--- src/rtl/resampler_pkg.sv ---
// resampler_pkg: shared definitions for the multichannel resampler slice.
//   - state_t : sweep FSM states (IDLE, ADV, FETCH, INTERP, EMIT)
//   - DEF_*   : default sample width, phase fraction and step integer widths
//   - step_t  : phase increment type for the default configuration
package resampler_pkg;

  localparam int DEF_WIDTH  = 16;
  localparam int DEF_FRAC_W = 12;
  localparam int DEF_INT_W  = 4;
  localparam int DEF_STEP_W = DEF_INT_W + DEF_FRAC_W;

  typedef enum logic [2:0] {
    IDLE,
    ADV,
    FETCH,
    INTERP,
    EMIT
  } state_t;

  typedef logic [DEF_STEP_W-1:0] step_t;

endpackage

--- src/rtl/multichannel_resampler_if.sv ---
// multichannel_resampler_if: source-fetch handshake plus tagged output bus.
//   req_valid/req_ch      : resampler asks the fetcher for the next sample of req_ch
//   resp_data/resp_valid  : fetcher answers; a beat counts only while req_valid=1
//   sample_out/_ch/_valid : interpolated sample towards the mixer
// Modports: master = resampler side, slave = fetcher/mixer side.
import resampler_pkg::*;

interface multichannel_resampler_if #(
  parameter int WIDTH = DEF_WIDTH,
  parameter int CH_W  = 2
);

  logic                    req_valid;
  logic [CH_W-1:0]         req_ch;
  logic signed [WIDTH-1:0] resp_data;
  logic                    resp_valid;
  logic signed [WIDTH-1:0] sample_out;
  logic [CH_W-1:0]         sample_out_ch;
  logic                    sample_out_valid;

  modport master (
    output req_valid, req_ch, sample_out, sample_out_ch, sample_out_valid,
    input  resp_data, resp_valid
  );

  modport slave (
    input  req_valid, req_ch, sample_out, sample_out_ch, sample_out_valid,
    output resp_data, resp_valid
  );

endinterface

--- src/rtl/resampler_lerp.sv ---
// resampler_lerp: registered linear interpolator, one cycle latency.
//   clk, rst_n : clock, asynchronous active-low reset
//   en         : load a new result this cycle
//   hold       : 1 = zero-order hold (result = cur), 0 = linear interpolation
//   prev, cur  : the two most recent source samples (signed)
//   frac       : unsigned fractional phase between prev and cur
//   result     : prev + floor((cur-prev)*frac / 2^FRAC_W), held between loads
import resampler_pkg::*;

module resampler_lerp #(
  parameter int WIDTH  = DEF_WIDTH,
  parameter int FRAC_W = DEF_FRAC_W
) (
  input  logic                    clk,
  input  logic                    rst_n,
  input  logic                    en,
  input  logic                    hold,
  input  logic signed [WIDTH-1:0] prev,
  input  logic signed [WIDTH-1:0] cur,
  input  logic [FRAC_W-1:0]       frac,
  output logic signed [WIDTH-1:0] result
);

  // The difference needs one extra bit so that e.g. 32767 - (-32768) does
  // not wrap; frac is zero-extended so the signed multiply treats it as
  // a non-negative weight.
  logic signed [WIDTH:0]          diff;
  logic signed [WIDTH+FRAC_W+1:0] prod;

  assign diff = {cur[WIDTH-1], cur} - {prev[WIDTH-1], prev};
  assign prod = diff * $signed({1'b0, frac});

  // Multiply, floor shift and add are registered together. The arithmetic
  // shift rounds towards minus infinity, and the interpolated value always
  // lies between prev and cur, so truncating back to WIDTH bits is exact.
  always_ff @(posedge clk or negedge rst_n) begin
    if (!rst_n) begin
      result <= '0;
    end else if (en) begin
      if (hold) begin
        result <= cur;
      end else begin
        result <= WIDTH'(prev + (prod >>> FRAC_W));
      end
    end
  end

endmodule

--- src/rtl/multichannel_resampler.sv ---
// multichannel_resampler: time-multiplexed pull-based sample-rate converter.
// Each out_strobe sweeps channels 0..CHANNELS-1: advance the phase by step,
// fetch as many source samples as the integer carry demands, interpolate and
// emit one tagged sample per channel.
//   clk, rst_n  : clock, asynchronous active-low reset
//   step        : unsigned Q(INT_W).(FRAC_W) phase increment, taken in ADV
//   out_strobe  : output-rate tick; ignored (and flagged) while busy
//   interp_mode : only with RESAMPLER_INTERP_SEL_EN; 1 = zero-order hold
//   overrun     : sticky flag, a strobe arrived while a sweep was running
//   bus         : multichannel_resampler_if master (fetch + output)
// Optional feature macro: RESAMPLER_INTERP_SEL_EN.
import resampler_pkg::*;

module multichannel_resampler #(
  parameter int WIDTH    = DEF_WIDTH,
  parameter int CHANNELS = 4,
  parameter int FRAC_W   = DEF_FRAC_W,
  parameter int INT_W    = DEF_INT_W,
  localparam int CH_W    = (CHANNELS > 1) ? $clog2(CHANNELS) : 1,
  localparam int STEP_W  = INT_W + FRAC_W
) (
  input  logic                clk,
  input  logic                rst_n,
  input  logic [STEP_W-1:0]   step,
  input  logic                out_strobe,
`ifdef RESAMPLER_INTERP_SEL_EN
  input  logic                interp_mode,
`endif
  output logic                overrun,
  multichannel_resampler_if.master bus
);

  state_t                  state_q, state_d;
  logic [CH_W-1:0]         ch_q;
  logic [INT_W:0]          fetch_cnt_q;
  logic signed [WIDTH-1:0] prev_q [CHANNELS];
  logic signed [WIDTH-1:0] cur_q  [CHANNELS];
  logic [FRAC_W-1:0]       frac_q [CHANNELS];
  logic [STEP_W:0]         adv_sum;
  logic                    last_ch;
  logic                    hold_q;
  logic                    out_valid_q;
  logic [CH_W-1:0]         out_ch_q;
  logic signed [WIDTH-1:0] lerp_result;

  // The carry out of the fraction (bits STEP_W..FRAC_W) is the number of
  // new source samples this channel must pull before interpolating.
  assign adv_sum = {1'b0, step} + {{(INT_W+1){1'b0}}, frac_q[ch_q]};
  assign last_ch = (ch_q == CH_W'(CHANNELS-1));

  // State register.
  always_ff @(posedge clk or negedge rst_n) begin
    if (!rst_n) begin
      state_q <= IDLE;
    end else begin
      state_q <= state_d;
    end
  end

  // Sweep sequencing: one ADV/[FETCH]/INTERP/EMIT pass per channel, back to
  // IDLE after the last channel has been emitted.
  always_comb begin
    state_d = state_q;
    case (state_q)
      IDLE:    if (out_strobe) state_d = ADV;
      ADV:     state_d = (adv_sum[STEP_W:FRAC_W] != '0) ? FETCH : INTERP;
      FETCH:   if (bus.resp_valid && fetch_cnt_q == {{INT_W{1'b0}}, 1'b1})
                 state_d = INTERP;
      INTERP:  state_d = EMIT;
      EMIT:    state_d = last_ch ? IDLE : ADV;
      default: state_d = IDLE;
    endcase
  end

  // Per-channel history and phase, channel pointer, fetch counter and the
  // sticky overrun flag. A fetch beat shifts the two-sample history window.
  always_ff @(posedge clk or negedge rst_n) begin
    if (!rst_n) begin
      ch_q        <= '0;
      fetch_cnt_q <= '0;
      overrun     <= 1'b0;
      hold_q      <= 1'b0;
      out_valid_q <= 1'b0;
      out_ch_q    <= '0;
      for (int i = 0; i < CHANNELS; i++) begin
        prev_q[i] <= '0;
        cur_q[i]  <= '0;
        frac_q[i] <= '0;
      end
    end else begin
      out_valid_q <= (state_q == INTERP);
      if (out_strobe && state_q != IDLE) begin
        overrun <= 1'b1;
      end
      case (state_q)
        IDLE: begin
          if (out_strobe) ch_q <= '0;
        end
        ADV: begin
          frac_q[ch_q] <= adv_sum[FRAC_W-1:0];
          fetch_cnt_q  <= adv_sum[STEP_W:FRAC_W];
`ifdef RESAMPLER_INTERP_SEL_EN
          hold_q       <= interp_mode;
`else
          hold_q       <= 1'b0;
`endif
        end
        FETCH: begin
          if (bus.resp_valid) begin
            prev_q[ch_q] <= cur_q[ch_q];
            cur_q[ch_q]  <= bus.resp_data;
            fetch_cnt_q  <= fetch_cnt_q - 1'b1;
          end
        end
        INTERP: begin
          out_ch_q <= ch_q;
        end
        EMIT: begin
          if (!last_ch) ch_q <= ch_q + 1'b1;
        end
        default: ;
      endcase
    end
  end

  resampler_lerp #(
    .WIDTH  (WIDTH),
    .FRAC_W (FRAC_W)
  ) u_lerp (
    .clk    (clk),
    .rst_n  (rst_n),
    .en     (state_q == INTERP),
    .hold   (hold_q),
    .prev   (prev_q[ch_q]),
    .cur    (cur_q[ch_q]),
    .frac   (frac_q[ch_q]),
    .result (lerp_result)
  );

  assign bus.req_valid        = (state_q == FETCH);
  assign bus.req_ch           = ch_q;
  assign bus.sample_out       = lerp_result;
  assign bus.sample_out_ch    = out_ch_q;
  assign bus.sample_out_valid = out_valid_q;

endmodule

--- src/flat_wrapper.sv ---
// flat-port wrapper written by rule: the top's interface ports become plain ports
module multichannel_resampler_flat 
#(
  parameter int WIDTH    = DEF_WIDTH,
  parameter int CHANNELS = 4,
  parameter int FRAC_W   = DEF_FRAC_W,
  parameter int INT_W    = DEF_INT_W,
  localparam int CH_W    = (CHANNELS > 1) ? $clog2(CHANNELS) : 1,
  localparam int STEP_W  = INT_W + FRAC_W
)
  (clk, rst_n, step, out_strobe, overrun, bus_req_valid, bus_req_ch, bus_sample_out, bus_sample_out_ch, bus_sample_out_valid, bus_resp_data, bus_resp_valid);
  multichannel_resampler_if #(.WIDTH(WIDTH), .CH_W((2))) bus_i ();
  input  logic clk;
  input  logic rst_n;
  input  logic [STEP_W-1:0] step;
  input  logic out_strobe;
  output logic overrun;
  output wire logic [$bits(bus_i.req_valid)-1:0] bus_req_valid;
  output wire logic [$bits(bus_i.req_ch)-1:0] bus_req_ch;
  output wire logic [$bits(bus_i.sample_out)-1:0] bus_sample_out;
  output wire logic [$bits(bus_i.sample_out_ch)-1:0] bus_sample_out_ch;
  output wire logic [$bits(bus_i.sample_out_valid)-1:0] bus_sample_out_valid;
  input wire logic [$bits(bus_i.resp_data)-1:0] bus_resp_data;
  input wire logic [$bits(bus_i.resp_valid)-1:0] bus_resp_valid;
  assign bus_req_valid = bus_i.req_valid;
  assign bus_req_ch = bus_i.req_ch;
  assign bus_sample_out = bus_i.sample_out;
  assign bus_sample_out_ch = bus_i.sample_out_ch;
  assign bus_sample_out_valid = bus_i.sample_out_valid;
  assign bus_i.resp_data = bus_resp_data;
  assign bus_i.resp_valid = bus_resp_valid;
  multichannel_resampler #(.WIDTH(WIDTH), .CHANNELS(CHANNELS), .FRAC_W(FRAC_W), .INT_W(INT_W)) u_core (.clk(clk), .rst_n(rst_n), .step(step), .out_strobe(out_strobe), .overrun(overrun), .bus(bus_i));
endmodule
--- config.mk ---
export PLATFORM = sky130hd
export DESIGN_NAME = multichannel_resampler_flat
export DESIGN_NICKNAME = d
export VERILOG_FILES = /design/src/rtl/resampler_pkg.sv /design/src/rtl/multichannel_resampler_if.sv /design/src/rtl/resampler_lerp.sv /design/src/rtl/multichannel_resampler.sv /design/src/flat_wrapper.sv
export SDC_FILE = /design/constraint.sdc
export NUM_CORES = 1
export LEC_CHECK = 0
export ABC_AREA = 0
export CORE_ASPECT_RATIO = 1.25
export CORE_MARGIN = 4
export CORE_UTILIZATION = 40
export CTS_CLUSTER_DIAMETER = 80
export DETAILED_ROUTE_END_ITERATION = 7
export GPL_TIMING_DRIVEN = 0
export PLACE_DENSITY_LB_ADDON = 0.15
export SLEW_MARGIN = 10
export SYNTH_ARGS = -nofsm -noshare
export SYNTH_HDL_FRONTEND = slang
export SYNTH_SLANG_ARGS = --single-unit
--- constraint.sdc ---
create_clock -name clk -period 13.4 [get_ports clk]
set_input_delay 2.68 -clock clk [delete_from_list [all_inputs] [get_ports clk]]
set_output_delay 2.68 -clock clk [all_outputs]
set_load 0.05 [all_outputs]
==> results.ini, run 1 <==
[outcome]
status = finished clean

[sta]
slew_viol_final = 0
fmax_mhz = 79.9
finalSetupViolCount = 0
post-route-period-util_pct = 93.4
period_minus_slack_ns = 12.51
holdWs_ns = 0.468
hold_viol = 0
rsz0062_at_grt = false
tightest_slew_ns = 1.08
clock_skew_ns = 0.0163
maxSlewHeadroom_pct = 27.4

[cells_and_area]
layout_commonest_cell = inv_1
fill_cells = 4297
syn2layout_area_growth_pct = 11.3
diodes = 0
seqCellArea_um2 = 5150
finalInstanceArea_um2 = 19900
drive_above_1_share_pct = 12.1
multi_input_area_um2 = 11400
layout_common_cells = 270 x inv_1, 206 x dfrtp_1, 204 x nand2_1
nNetsFinal = 2168

[worst_hold_path]
worstHoldPathType = register to register

[cts]
cts_made_buffers = 22
cts_sinks = 206
clock_path_buffers = 3
cts_tree = done
clk_pin_slew_ns = 0.06
post_cts_buffers = 0
ctsHtreeMaxLevel = 1
clkLatencyLatePin_ns = 0.52
root_buffer = clkbuf_16

[setup_path]
cp-start-kind = register
critPathArrivalTime_ns = 12.89
cp_max_fo = 18
slowest_delay_ns = 0.62
critPathKind = register to register
crit_path_frequent_cell = fa_1
crit_path_end_kind = register
crit_required_ns = 13.78
slowest_stage = o31ai_2
r2r_setup_slack_ns = 0.89

[place]
hpwl_mm = 37.8
place_area_um2 = 19200
portBuffers = 57
place.gp.congestion = 0.894

[synth]
synth_top_cell_by_area = dfrtp_1
ys_types = 56
syn_area_per_cell_um2 = 10.2
syn-instance-count = 1759
synth-seq-cells = 206
synthArstFlopShare_pct = 100
synth_seq_area_share_pct = 28.8
synth-edff-count = 0
yosys_most_used_dff = dfrtp_1
synthesis.area_um2 = 17900
netlist.area_leader.share_pct = 28.8
syn-num-nets = 2088
synthTopCellsByArea = dfrtp_1 29%, fa_1 20%, mux2_2 8.4%, ha_1 7.8%, inv_1 5.7%
ys_warn_count = 0

[floorplanning]
die_w_um = 197
fp.dieArea_um2 = 48200
core_area_um2 = 44100
fp.dieH_um = 244
start_util_pct = 40.5
rows = 86
pin_count = 59

[grt]
grt_max_degree = 112
grt_antenna_before_repair = 0
grt_use_total_pct = 20.1
grt_first_pass_wirelength_mm = 76.8
gr-total-overflow = 0
first_global_vias = 13940

[drt]
drc = 0
drt_iter0_markers = 641
wirelength_mm = 46.7
drtAntennaViolNets = 0
viasPerCell = 5.23
vias = 12695
drtPass1Iterations = 5
wl_per_cell_um = 19.3

[run]
maxCapViolations = 0

[through the flow]
step,util [%],setup slack [ns],std cells,TNS [ns]
global route,45.1,0.120,2426,0
floorplan,-,2.61,1759,0
CTS,45.1,0.165,2428,0
detailed placement,43.5,-0.109,2389,-0.109
finish,45.1,0.889,2426,0
global placement,43.4,-0.158,2388,-0.158
[per-layer routing]
layer / GRT usage, % / vias to the layer above / part of all wire [%]
met5: 0 / - / 0
met4: 5.85 / 0 / 2.9
met3: 1.57 / 67 / 2.8
met2: 37.0 / 202 / 53
met1: 25.3 / 6511 / 41
li1: - / 5915 / -
[final cells by class]
cell class	count	area share, %
clock buffer	31	3.24
buffer	65	1.30
tap	572	3.59
multi-input combinational	1212	57.5
clock inverter	8	0.295
sequential	206	25.9
inverter	274	5.17
timing repair buffer	58	3.03
[critical path, delay by kind of cell, from the launching register on]
| kind | cells | cell delay (ns) |
|---|---|---|
| and+or+nand+nor | 6 | 1.24 |
| DFF | 1 | 0.42 |
| AOI/OAI and AO/OA | 15 | 3.53 |
| buffers and inverters | 9 | 2.72 |
| adders and majority gates | 8 | 3.38 |
| xor gates and xnor gates | 3 | 0.52 |
| muxes | 1 | 0.47 |
[sequential cells by signal (all words and copies together), names as in the netlist]
signal,cells
u_core.bus.req_ch,2
u_core.bus.sample_out_ch,2
u_core.bus.sample_out_valid,1
u_core.cur_q,64
u_core.fetch_cnt_q,5
u_core.frac_q,48
u_core.overrun,1
u_core.prev_q,64
u_core.state_q,3
u_core.u_lerp.result,16
[final timing paths]
path | startpoint | depth (start not counted) | endpoint
worst max register to register | u_core.bus.req_ch[1]$_DFFE_PN0P_ | 42 | u_core.u_lerp.result[15]$_DFFE_PN0P_
worst max-delay path | u_core.bus.req_ch[1]$_DFFE_PN0P_ | 42 | u_core.u_lerp.result[15]$_DFFE_PN0P_
worst min register to register | u_core.overrun$_DFFE_PN0P_ | 1 | u_core.overrun$_DFFE_PN0P_
max in group asynchronous | rst_n | 2 | u_core.frac_q[26]$_DFFE_PN0P_
min in group asynchronous | rst_n | 1 | u_core.cur_q[36]$_DFFE_PN0P_
worst min-delay path | u_core.overrun$_DFFE_PN0P_ | 1 | u_core.overrun$_DFFE_PN0P_
[synth_stat cells (4+ instances only)]
library cell / number
a21boi_0: 5
a31oi_1: 6
o31ai_1: 4
fa_1: 182
clkbuf_1: 56
o21bai_1: 7
a311o_1: 5
a21oi_1: 46
xnor2_1: 44
o21ai_0: 87
nor2_1: 117
xor2_1: 25
mux4_2: 37
and2_1: 18
and3_1: 15
o21a_1: 7
mux2i_1: 10
a211oi_1: 4
o21ai_1: 6
buf_2: 6
a311oi_1: 9
dfrtp_1: 206
nand3_1: 22
nor2b_1: 11
a21o_1: 29
buf_1: 5
nand2b_1: 13
nor3_1: 16
inv_1: 270
nand2_1: 204
mux2_2: 134
ha_1: 111
[kinds of logic (layout without fill, tap and decap cells)]
logic type / after synthesis / count (layout) / share of synthesized area, %
AND/OR/NAND/NOR: 427 / 427 / 10.2
buffers and inverters: 341 / 436 / 7.20
adder cells (fa/ha/maj): 293 / 293 / 28.1
AO/OA/AOI/OAI: 241 / 241 / 8.47
flip-flops: 206 / 206 / 28.8
multiplexers: 181 / 181 / 13.7
XOR/XNOR: 70 / 70 / 3.47
[repair_timing]
item / CTS / global route
hold buffers: 0 / 0
setup endpoints to repair: 1 / 4
pin swaps: 0 / 0
gates resized for setup: 1 / 3
Power of run 1 is left out: the tool's default activity adds up to more than one toggle a clock period on the data nets, which glitch-free logic cannot reach.
==> inputs of run 2 (changes only) <==
--- a/config.mk
+++ b/config.mk
@@ -17,3 +17,4 @@
 export SYNTH_ARGS = -nofsm -noshare
 export SYNTH_HDL_FRONTEND = slang
 export SYNTH_SLANG_ARGS = --single-unit
+export TNS_END_PERCENT = 50
==> constraint.sdc (replaced) <==
create_clock -name clk -period 13.4 [get_ports clk]
set_input_delay 2.68 -clock clk [delete_from_list [all_inputs] [get_ports clk]]
set_output_delay 2.68 -clock clk [all_outputs]
set_load 0.02 [all_outputs]
==> results of run 2 <==
Final layout, timing and power as in run 1 (identical DEF).
Power of run 2 is left out for the same reason.
==> inputs of run 3 (changes only) <==
--- a/config.mk
+++ b/config.mk
@@ -16,5 +16,6 @@
 export SLEW_MARGIN = 10
 export SYNTH_ARGS = -nofsm -noshare
 export SYNTH_HDL_FRONTEND = slang
+export SYNTH_HIERARCHICAL = 1
 export SYNTH_SLANG_ARGS = --single-unit
 export TNS_END_PERCENT = 50
==> run 3 against run 2 <==
Against the previous run:
- routed wire length down 0.24%
- first-iteration DRC count is 23% lower
- area after synthesis grew 1.4%
- register-to-register slack improved by 0.31 ns
- count of clock-buffer cells in the layout unchanged
- via count fell by 2.1%
- die area grew 1.4%
- worst hold slack better by 0.013 ns
- design area rose by 1.3%
- setup slack improved by 0.31 ns
==> results.ini, run 3 <==
[cts]
ctsHtreeMaxLevel = 1  ; unchanged
clk_pin_slew_ns = 0.07  ; about the same
cts_tree = done
post_cts_buffers = 0  ; unchanged
root_buffer = clkbuf_16
cts_made_buffers = 22  ; unchanged
cts_resized = 0  ; -1
clock_path_buffers = 3  ; unchanged
hold_buffers = 0  ; unchanged
clkLatencyLatePin_ns = 0.52  ; about the same
cts_sinks = 206  ; unchanged

[synth]
netlist.area_leader.share_pct = 28.4  ; -0.41 points
synth_xor_area_share_pct = 2.88  ; -0.59 points
synth-seq-cells = 206  ; unchanged
synth_compound_area_share_pct = 7.21  ; -1.3 points
ys_warn_count = 6  ; +6
synth-edff-count = 0  ; unchanged
synthTopCellsByArea = dfrtp_1 28%, fa_1 20%, ha_1 7.7%, inv_1 5.8%, mux4_2 5.5%
synthArstFlopShare_pct = 100  ; unchanged
synthesis.area_um2 = 18100  ; +1.4%
yosys_most_used_dff = dfrtp_1
synth_top_family_by_area = adder cells
synth_seq_area_share_pct = 28.4  ; -0.41 points
synth_top_cell_by_area = dfrtp_1
synthSimpleGateAreaFrac_pct = 11.3  ; +1.0 points
synth_most_common_cell = inv_1
synth-adder-area-share_pct = 27.8  ; -0.33 points
synthMuxAreaShare_pct = 14.6  ; +0.98 points
syn_area_per_cell_um2 = 10.5  ; +3.2%
ys_types = 75  ; +34%
ys_top_cells_by_count = 279 x inv_1, 206 x dfrtp_1, 182 x fa_1
syn-instance-count = 1729  ; -1.7%

[setup_path]
cp_max_fo = 10  ; -8
cp-start-kind = register
r2r_end = u_core/u_lerp/result[14]$_DFFE_PN0P_
crit_required_ns = 13.78  ; about the same
critPathArrivalTime_ns = 12.58  ; -0.31 ns
r2r_start = u_core/bus.req_ch[0]$_DFFE_PN0P_
slowest_delay_ns = 0.65  ; +0.03 ns
crit_start = u_core/bus.req_ch[0]$_DFFE_PN0P_
crit_path_end_kind = register
r2r_setup_slack_ns = 1.20  ; +0.31 ns
slowest_stage = mux4_2
reg2reg_depth = 41  ; -2.4%
critPathKind = register to register
crit_end = u_core/u_lerp/result[14]$_DFFE_PN0P_

[drt]
wl_per_cell_um = 19.4  ; +0.67%
drt_iter0_markers = 495  ; -23%
viasPerCell = 5.17  ; -1.2%
drtAntennaViolNets = 0  ; unchanged
drtPass1Iterations = 4  ; -1
wirelength_mm = 46.6  ; -0.24%
drc = 0  ; unchanged
vias = 12430  ; -2.1%

[floorplanning]
pin_count = 59  ; unchanged
fp.dieH_um = 246  ; +0.70%
rows = 87  ; +1.2%
start_util_pct = 40.4  ; -0.18 points
die_w_um = 198  ; +0.69%
fp.dieArea_um2 = 48800  ; +1.4%
core_area_um2 = 45000  ; +1.9%

[grt]
grt_antenna_before_repair = 0  ; unchanged
gr-total-overflow = 0  ; unchanged
first_global_vias = 13549  ; -2.8%
grt_first_pass_wirelength_mm = 75.0  ; -2.3%
grt_use_total_pct = 19.6  ; -0.58 points
grt_max_degree = 111  ; -0.89%

[sta]
fmax_mhz = 82.0  ; +2.5%
clock_skew_ns = 0.0226  ; +0.00631 ns
finalSetupViolCount = 0  ; unchanged
maxSlewHeadroom_pct = 44.4  ; +17 points
rsz0062_at_grt = false
hold_viol = 0  ; unchanged
slew_viol_final = 0  ; unchanged
finalSetupTns_ns = 0  ; unchanged
period_minus_slack_ns = 12.20  ; -0.310 ns
tightest_slew_ns = 0.828  ; -0.254 ns
post-route-period-util_pct = 91.1  ; -2.3 points

[place]
place.gp.congestion = 0.892  ; -0.23%
place_inst = 2366  ; -0.96%
hpwl_mm = 37.1  ; -1.7%
portBuffers = 57  ; unchanged

[cells_and_area]
layout_common_cells = 279 x inv_1, 206 x dfrtp_1, 182 x fa_1
drive_above_1_share_pct = 11.5  ; -0.58 points
layout_commonest_cell = inv_1
diodes = 0  ; unchanged
final_cells = 2404  ; -0.91%
fill_cells = 4268  ; -0.67%
syn2layout_area_growth_pct = 11.2
reg_top3 = u_core/cur_q x64, u_core/prev_q x64, u_core/frac_q x48
nNetsFinal = 2142  ; -1.2%

[outcome]
status = finished clean

[worst_hold_path]
worstHoldPathType = register to register

[run]
maxCapViolations = 0  ; unchanged

-- run 3: cell types whose count changed after synthesis, moves of 8 or more --
cell	before	now
nor2_1	117	53
and2_1	18	79
mux2_1	0	56
mux2_2	134	82
nand2_1	204	178
a21o_1	29	10
o21ai_0	87	71
buf_4	0	10
a311oi_1	9	0
inv_1	270	279
nor2b_1	11	19
-- run 3: cell families (layout without fill, tap and decap cells) --
family          Yosys count  count (layout)
compound gates          201             201
xor+xnor                 58              58
fa+ha+maj               294             294
buf+inv                 355             451
flops                   206             206
mux                     193             193
other cells               1               2
simple gates            421             421
-- run 3: through the flow --
step	utilization (%)	cell area, um^2	hold WS [ns]	setup slack, ns
4_1_cts	44.9	20200	0.483	1.10
3_5_place_dp	43.3	19500	0.459	1.13
3_3_place_gp	43.2	19400	0.457	1.00
5_1_grt	44.9	20200	0.495	0.501
2_1_floorplan	-	18100	0.445	3.06
6_report	44.9	20200	0.481	1.20
-- run 3: how the worst min path moves through the flow --
stage / slack (ns) / endpoint / from / depth (start not counted)
final: 0.48 / u_core/frac_q[7]$_DFFE_PN0P_ / u_core/frac_q[7]$_DFFE_PN0P_ / 2
after floorplan: 0.44 / u_core/frac_q[14]$_DFFE_PN0P_ / u_core/frac_q[14]$_DFFE_PN0P_ / 2
after CTS: 0.48 / u_core/frac_q[43]$_DFFE_PN0P_ / u_core/frac_q[43]$_DFFE_PN0P_ / 2
after global placement: 0.46 / u_core/frac_q[17]$_DFFE_PN0P_ / u_core/frac_q[17]$_DFFE_PN0P_ / 2
after detailed placement: 0.46 / u_core/overrun$_DFFE_PN0P_ / u_core/overrun$_DFFE_PN0P_ / 1
after global routing: 0.49 / u_core/cur_q[17]$_DFFE_PN0P_ / u_core/cur_q[17]$_DFFE_PN0P_ / 1
-- run 3: area by class of cell --
cell class | instances | area (um^2) | area share, %
flip-flops and latches | 206 | 5150 | 25.6
plain buffers | 74 | 353 | 1.75
repair buffers | 58 | 603 | 2.99
well taps | 578 | 723 | 3.59
multi-input cells | 1169 | 11600 | 57.4
clock inverters | 7 | 41.3 | 0.205
inverters | 281 | 1050 | 5.23
clock buffers | 31 | 656 | 3.25
-- run 3: per-layer routing --
| layer | global-route usage, % | share of wire, % | up-vias |
|---|---|---|---|
| li1 | - | - | 5804 |
| met3 | 1.31 | 1.8 | 56 |
| met5 | 0 | 0 | - |
| met4 | 5.65 | 2.9 | 0 |
| met2 | 36.2 | 53 | 149 |
| met1 | 24.6 | 42 | 6421 |
-- run 3: worst max-delay path, delay by kind of cell, from the launching register on --
kind / cells / cell delay, ns
AO/OA/AOI/OAI: 14 / 3.80
adder cells (fa/ha/maj): 8 / 3.11
buffers and inverters: 9 / 1.95
AND/OR/NAND/NOR: 6 / 1.58
multiplexers: 2 / 0.79
flip-flops: 1 / 0.43
XOR/XNOR: 2 / 0.40
Power of run 3 is left out for the same reason.
